**src/rtl/instr_issue_if.sv**
```systemverilog
// Instruction issue bus: program-memory read port plus the instruction-register
// issue port, driven by instr_issue (master) and the memory/IR side (slave).
interface instr_issue_if #(
    parameter int PC_W = 4
) ();
    logic [PC_W-1:0] mem_addr;
    logic            mem_rd;
    logic [7:0]      mem_data;
    logic            mem_valid;
    logic [7:0]      instr_out;
    logic            r;
    logic            w;
    logic            issue_vld;

    modport master (
        output mem_addr, mem_rd, instr_out, r, w, issue_vld,
        input  mem_data, mem_valid
    );

    modport slave (
        input  mem_addr, mem_rd, instr_out, r, w, issue_vld,
        output mem_data, mem_valid
    );
endinterface

```
**src/rtl/instr_issue.sv**
```systemverilog
// Instruction fetch/issue sequencer: fetches words, runs jump/halt internally and
// issues LOAD/STORE/ALU words with r/w strobes. Define ISSUE_CNT_EN for issue_cnt.
module instr_issue #(
    parameter int              PC_W     = 4,
    parameter logic [PC_W-1:0] RESET_PC = '0
) (
    input  logic            clk,
    input  logic            rst,
    input  logic            start,
    input  logic            stall,
    instr_issue_if.master   bus,
    output logic [PC_W-1:0] pc,
    output logic            busy,
    output logic            halted
`ifdef ISSUE_CNT_EN
    ,
    output logic [7:0]      issue_cnt
`endif
);

    typedef enum logic [2:0] {
        S_IDLE,
        S_FETCH,
        S_WAIT,
        S_ISSUE,
        S_HALT
    } state_t;

    state_t          state;
    state_t          state_next;
    logic [PC_W-1:0] pc_next;
    logic [7:0]      instr_q;
    logic            rd_q;
    logic            wr_q;
    logic            capture;
    logic            start_ok;
    logic            issue_done;

    always_comb begin
        state_next = state;
        pc_next    = pc;
        capture    = 1'b0;
        start_ok   = 1'b0;
        issue_done = 1'b0;
        case (state)
            S_IDLE, S_HALT: begin
                if (start) begin
                    state_next = S_FETCH;
                    pc_next    = RESET_PC;
                    start_ok   = 1'b1;
                end
            end
            S_FETCH: begin
                state_next = S_WAIT;
            end
            S_WAIT: begin
                if (bus.mem_valid) begin
                    // Control words are consumed here and never reach the IR
                    if (bus.mem_data[7:6] == 2'b11) begin
                        if (bus.mem_data[5:4] == 2'b11) begin
                            state_next = S_HALT;
                        end else begin
                            pc_next    = PC_W'(bus.mem_data[3:0]);
                            state_next = S_FETCH;
                        end
                    end else begin
                        capture    = 1'b1;
                        state_next = S_ISSUE;
                    end
                end
            end
            S_ISSUE: begin
                if (!stall) begin
                    pc_next    = pc + PC_W'(1);
                    state_next = S_FETCH;
                    issue_done = 1'b1;
                end
            end
            default: begin
                state_next = S_IDLE;
            end
        endcase
    end

    always_ff @(posedge clk) begin
        if (rst) begin
            state   <= S_IDLE;
            pc      <= RESET_PC;
            instr_q <= 8'h00;
            rd_q    <= 1'b0;
            wr_q    <= 1'b0;
        end else begin
            state <= state_next;
            pc    <= pc_next;
            if (capture) begin
                instr_q <= bus.mem_data;
                rd_q    <= (bus.mem_data[7:6] != 2'b00);
                wr_q    <= (bus.mem_data[7:6] == 2'b00);
            end
        end
    end

`ifdef ISSUE_CNT_EN
    always_ff @(posedge clk) begin
        if (rst || start_ok) begin
            issue_cnt <= 8'h00;
        end else if (issue_done && (issue_cnt != 8'hFF)) begin
            issue_cnt <= issue_cnt + 8'h01;
        end
    end
`endif

    // instr_q only loads on issued words, so instr_out holds between issues
    assign bus.mem_addr  = pc;
    assign bus.mem_rd    = (state == S_FETCH);
    assign bus.instr_out = instr_q;
    assign bus.issue_vld = (state == S_ISSUE);
    assign bus.r         = (state == S_ISSUE) && rd_q;
    assign bus.w         = (state == S_ISSUE) && wr_q;
    assign busy          = (state == S_FETCH) || (state == S_WAIT) || (state == S_ISSUE);
    assign halted        = (state == S_HALT);

endmodule
```
**src/flat_wrapper.sv**
```systemverilog
// flat-port wrapper written by rule: the top's interface ports become plain ports
module instr_issue_flat 
#(
    parameter int              PC_W     = 4,
    parameter logic [PC_W-1:0] RESET_PC = '0
)
  (clk, rst, start, stall, pc, busy, halted, bus_mem_addr, bus_mem_rd, bus_instr_out, bus_r, bus_w, bus_issue_vld, bus_mem_data, bus_mem_valid);
  instr_issue_if #(.PC_W(PC_W)) bus_i ();
  input  logic clk;
  input  logic rst;
  input  logic start;
  input  logic stall;
  output logic [PC_W-1:0] pc;
  output logic busy;
  output logic halted;
  output wire logic [$bits(bus_i.mem_addr)-1:0] bus_mem_addr;
  output wire logic [$bits(bus_i.mem_rd)-1:0] bus_mem_rd;
  output wire logic [$bits(bus_i.instr_out)-1:0] bus_instr_out;
  output wire logic [$bits(bus_i.r)-1:0] bus_r;
  output wire logic [$bits(bus_i.w)-1:0] bus_w;
  output wire logic [$bits(bus_i.issue_vld)-1:0] bus_issue_vld;
  input wire logic [$bits(bus_i.mem_data)-1:0] bus_mem_data;
  input wire logic [$bits(bus_i.mem_valid)-1:0] bus_mem_valid;
  assign bus_mem_addr = bus_i.mem_addr;
  assign bus_mem_rd = bus_i.mem_rd;
  assign bus_instr_out = bus_i.instr_out;
  assign bus_r = bus_i.r;
  assign bus_w = bus_i.w;
  assign bus_issue_vld = bus_i.issue_vld;
  assign bus_i.mem_data = bus_mem_data;
  assign bus_i.mem_valid = bus_mem_valid;
  instr_issue #(.PC_W(PC_W), .RESET_PC(RESET_PC)) u_core (.clk(clk), .rst(rst), .start(start), .stall(stall), .bus(bus_i), .pc(pc), .busy(busy), .halted(halted));
endmodule
```
**config.mk**
```make
export PLATFORM = sky130hd
export DESIGN_NAME = instr_issue_flat
export DESIGN_NICKNAME = d
export VERILOG_FILES = /design/src/rtl/instr_issue_if.sv /design/src/rtl/instr_issue.sv /design/src/flat_wrapper.sv
export SDC_FILE = /design/constraint.sdc
export NUM_CORES = 1
export LEC_CHECK = 0
export ABC_AREA = 1
export CAP_MARGIN = 20
export CORE_MARGIN = 3
export CORE_UTILIZATION = 43
export DETAILED_ROUTE_END_ITERATION = 16
export PLACE_DENSITY = 0.78
export SETUP_SLACK_MARGIN = 0.15
export SLEW_MARGIN = 20
export SYNTH_ARGS = -nofsm -noshare
export SYNTH_HDL_FRONTEND = slang
export SYNTH_SLANG_ARGS = --single-unit
```
**constraint.sdc**
```tcl
create_clock -name clk -period 1.6 [get_ports clk]
set_input_delay 0.32 -clock clk [delete_from_list [all_inputs] [get_ports clk]]
set_output_delay 0.32 -clock clk [all_outputs]
set_load 0.02 [all_outputs]
```
==> results by group <==
Run status
  • Outcome: complete, no violations

Routing
  • Per-cell routed wire length: 11.7 um
  • Remaining antenna violation count after routing: 0
  • TritonRoute pass-1 iters: 4
  • DR iter-0 viols: 23
  • DR vias: 1,037
  • Drt total wl: 2480 um
  • Remaining DRCs: 0
  • Vias/cell: 4.91

Worst hold path
  • Hold crit path type: reg2reg
  • WHS Endpoint: u_core.rd_q$_SDFFE_PP0P_
  • Hold path cells: 2
  • Worst Hold Launch: u_core.rd_q$_SDFFE_PP0P_

Final layout
  • Ant. Diodes: 0
  • Area of the multi-input gates: 503 um^2
  • Area occupied by registers: 348 um^2
  • Design area: 1410 um^2
  • Share of layout cells above drive strength 1: 26.1%
  • Area growth syn-to-layout: 49.4%
  • Core Util, Final: 69.8%
  • Nets: 199
  • FILL cells: 186

Setup path
  • Worst path buffer plus inverter count: 3
  • R2R Path Start: u_core.state[1]$_SDFFE_PP0P_
  • Crit end category: primary output
  • CP Launch Point: u_core.state[2]$_SDFFE_PP0P_
  • CP max FO: 4
  • Crit path DAT: 1170 ps
  • CP Class: reg2out
  • Reg2Reg Setup Slack: 150 ps
  • Worst setup SP type: register
  • Crit-path cells: inv_2 -> nand2_2 -> nor2_4 -> inv_2 -> nor2_1 -> buf_4
  • Worst EP required: 1280 ps
  • FF-to-FF End: u_core.bus.instr_out[1]$_SDFFE_PP0P_
  • CP peak stage delay: 340 ps
  • Worst Reg-to-Reg Cells: 8
  • Crit-path slowest cell: dfxtp_2
  • Cell family with most CP delay: flip-flops
  • Most used cell, CP: inv_2

STA
  • Worst setup margin: 111 ps
  • Fin. max-slew vios: 0
  • Final Hold Fails: 0
  • RSZ-0062 raised after global routing: yes
  • Slew headroom: 77.4%
  • Clock Skew: 3.06 ps
  • Sum Neg Setup Slack: 0 ps
  • Post-route minimum period: 1490 ps
  • Fmax: 0.672 GHz
  • Final setup violation count: 0
  • Fin crit share: 93.1%
  • Worst Tran Pin Value: 339 ps

Power and ir drop
  • VDD IR-drop max: 1060 uV
  • Pwr/cell area: 1600 nW/um^2
  • Power, Total: 0.00226 W
  • Lkg Pwr: 0.715 nW

Synth
  • Sequential share of the synthesized area: 36.0%
  • Most frequent cell after synthesis: nor2_1
  • Synth area leader: dfxtp_1
  • Top-area cell type share of the netlist area: 36.0%
  • Commonest cells post-synth: nor2_1, nand2_1, dfxtp_1
  • Synth area leaders: dfxtp_1, nor2_1, nand2_1
  • Synth Register Bits: 17
  • Area of the mapped netlist: 945 um^2
  • Ys async rst share: 0%
  • Syn nets: 152
  • Synth unique cells: 21
  • Post-synth EDFFs: 0
  • Post-synth top flop: dfxtp_1
  • Cells after synthesis: 138
  • Mean post-synth cell area: 6.85 um^2
  • YS warnings: 0

Die
  • Area of the die: 2800 um^2
  • Die span in y: 52.9 um
  • Initial core utilization: 46.7%
  • Die W: 52.9 um
  • Boundary Pins: 35
  • Site Rows: 16
  • Core area: 2020 um^2

Run
  • Max-cap violations: 0

Global route
  • GRT Total Usage: 19.8%
  • Grt total ovfl: 0
  • Vias in the first global route: 1,027
  • Pin count of the biggest net entering global routing: 13
  • Antenna violations before repair: 0
  • First-pass GRT wire length: 4150 um

Clocking
  • Cts hold-fix bufs: 0
  • Worst-path clk slew: 100 ps
  • CTS tree: done
  • Clk sinks: 17
  • Num CTS Buffers: 3
  • Max clock buf depth: 2
  • Clk root buf: clkbuf_4
  • H-tree levels: 1
  • Worst-skew pair later-pin latency: 300 ps

Placement
  • Dpl cell area: 1370 um^2
  • Setup WS pre-CTS: -86.8 ps
  • Dpl hpwl: 1970 um
  • RD Place Congestion: 0.865
  • # port buffers: 34
[per-layer routing]
metal | global-route usage (%) | vias to the layer above | part of all wire [%]
li1 | - | 526 | -
met1 | 22.9 | 464 | 42
met2 | 35.1 | 42 | 50
met3 | 4.51 | 5 | 7.1
met4 | 6.81 | 0 | 0.81
met5 | 0 | - | 0
[worst reg2reg max path, stage by stage (launching register included)]
cell,delay (ps)
dfxtp_4,380
inv_2,70
buf_4,140
nor2_4,130
nand3_4,110
nor2_4,220
buf_4,150
o21ai_0,60
a21oi_1,130
[cell usage in the layout, fill, tap and decap left out, types with 2 or more instances in the layout]
master            n
nand2_2           3
nor2_4            4
nand2_1          22
o21ai_0           7
nand3_4           2
buf_4            16
nand3_2           2
dfxtp_2           3
nand4_1           2
buf_6             3
dfxtp_1          13
inv_1            15
nand3_1           7
dlygate4sd2_1    15
clkbuf_4          3
a21oi_1           8
inv_2             6
o21ai_1           4
clkdlybuf4s50_1  12
nor2_1           26
[state kept, by name, indices dropped and copies added (netlist names)]
signal                cells
u_core.bus.instr_out      8
u_core.wr_q               1
u_core.bus.mem_addr       4
u_core.rd_q               1
u_core.state              3
[cell families (layout without fill, tap and decap cells)]
logic type | after synthesis | after routing | share of synthesized area [%]
DFF | 17 | 17 | 36.0
xor gates and xnor gates | 1 | 1 | 0.927
adders and majority gates | 1 | 1 | 1.32
buffers and inverters | 27 | 73 | 13.1
AOI/OAI and AO/OA | 22 | 22 | 11.8
and+or+nand+nor | 70 | 70 | 36.8
[through the flow]
step / cells / hold WS (ps)
final: 211 / 480
after global routing: 211 / 504
after CTS: 210 / 477
after detailed placement: 206 / 461
after global placement: 206 / 449
after floorplan: 138 / 389
[final cells by class]
type / count / area share, %
Clock buffer: 3 / 1.60
Clock inverter: 1 / 0.355
Inverter: 21 / 5.59
Multi-Input combinational cell: 94 / 35.6
Sequential cell: 17 / 24.6
Tap cell: 27 / 2.39
Timing Repair Buffer: 48 / 29.8
[worst max path at each step]
stage | end | slack (ps) | depth (start not counted)
2_1_floorplan | bus_r | 210 | 5
6_report | bus_w | 110 | 6
3_5_place_dp | bus_r | -90 | 5
3_3_place_gp | bus_w | -20 | 5
5_1_grt | bus_r | 60 | 6
4_1_cts | bus_w | 120 | 6
[power by group]
part           leakage, nW  internal [W]  total (W)  switching, W
clock               0.0177     0.0000932   0.000236      0.000143
sequential           0.140      0.000549   0.000662      0.000113
combinational        0.557      0.000549    0.00136      0.000809
[timing repair]
item,in CTS,in global routing
setup endpoints to repair,23,16
gates resized for setup,49,13
buffers inserted,0,1
pin swaps,0,3
No activity file was read; power rests on OpenSTA's default activity.
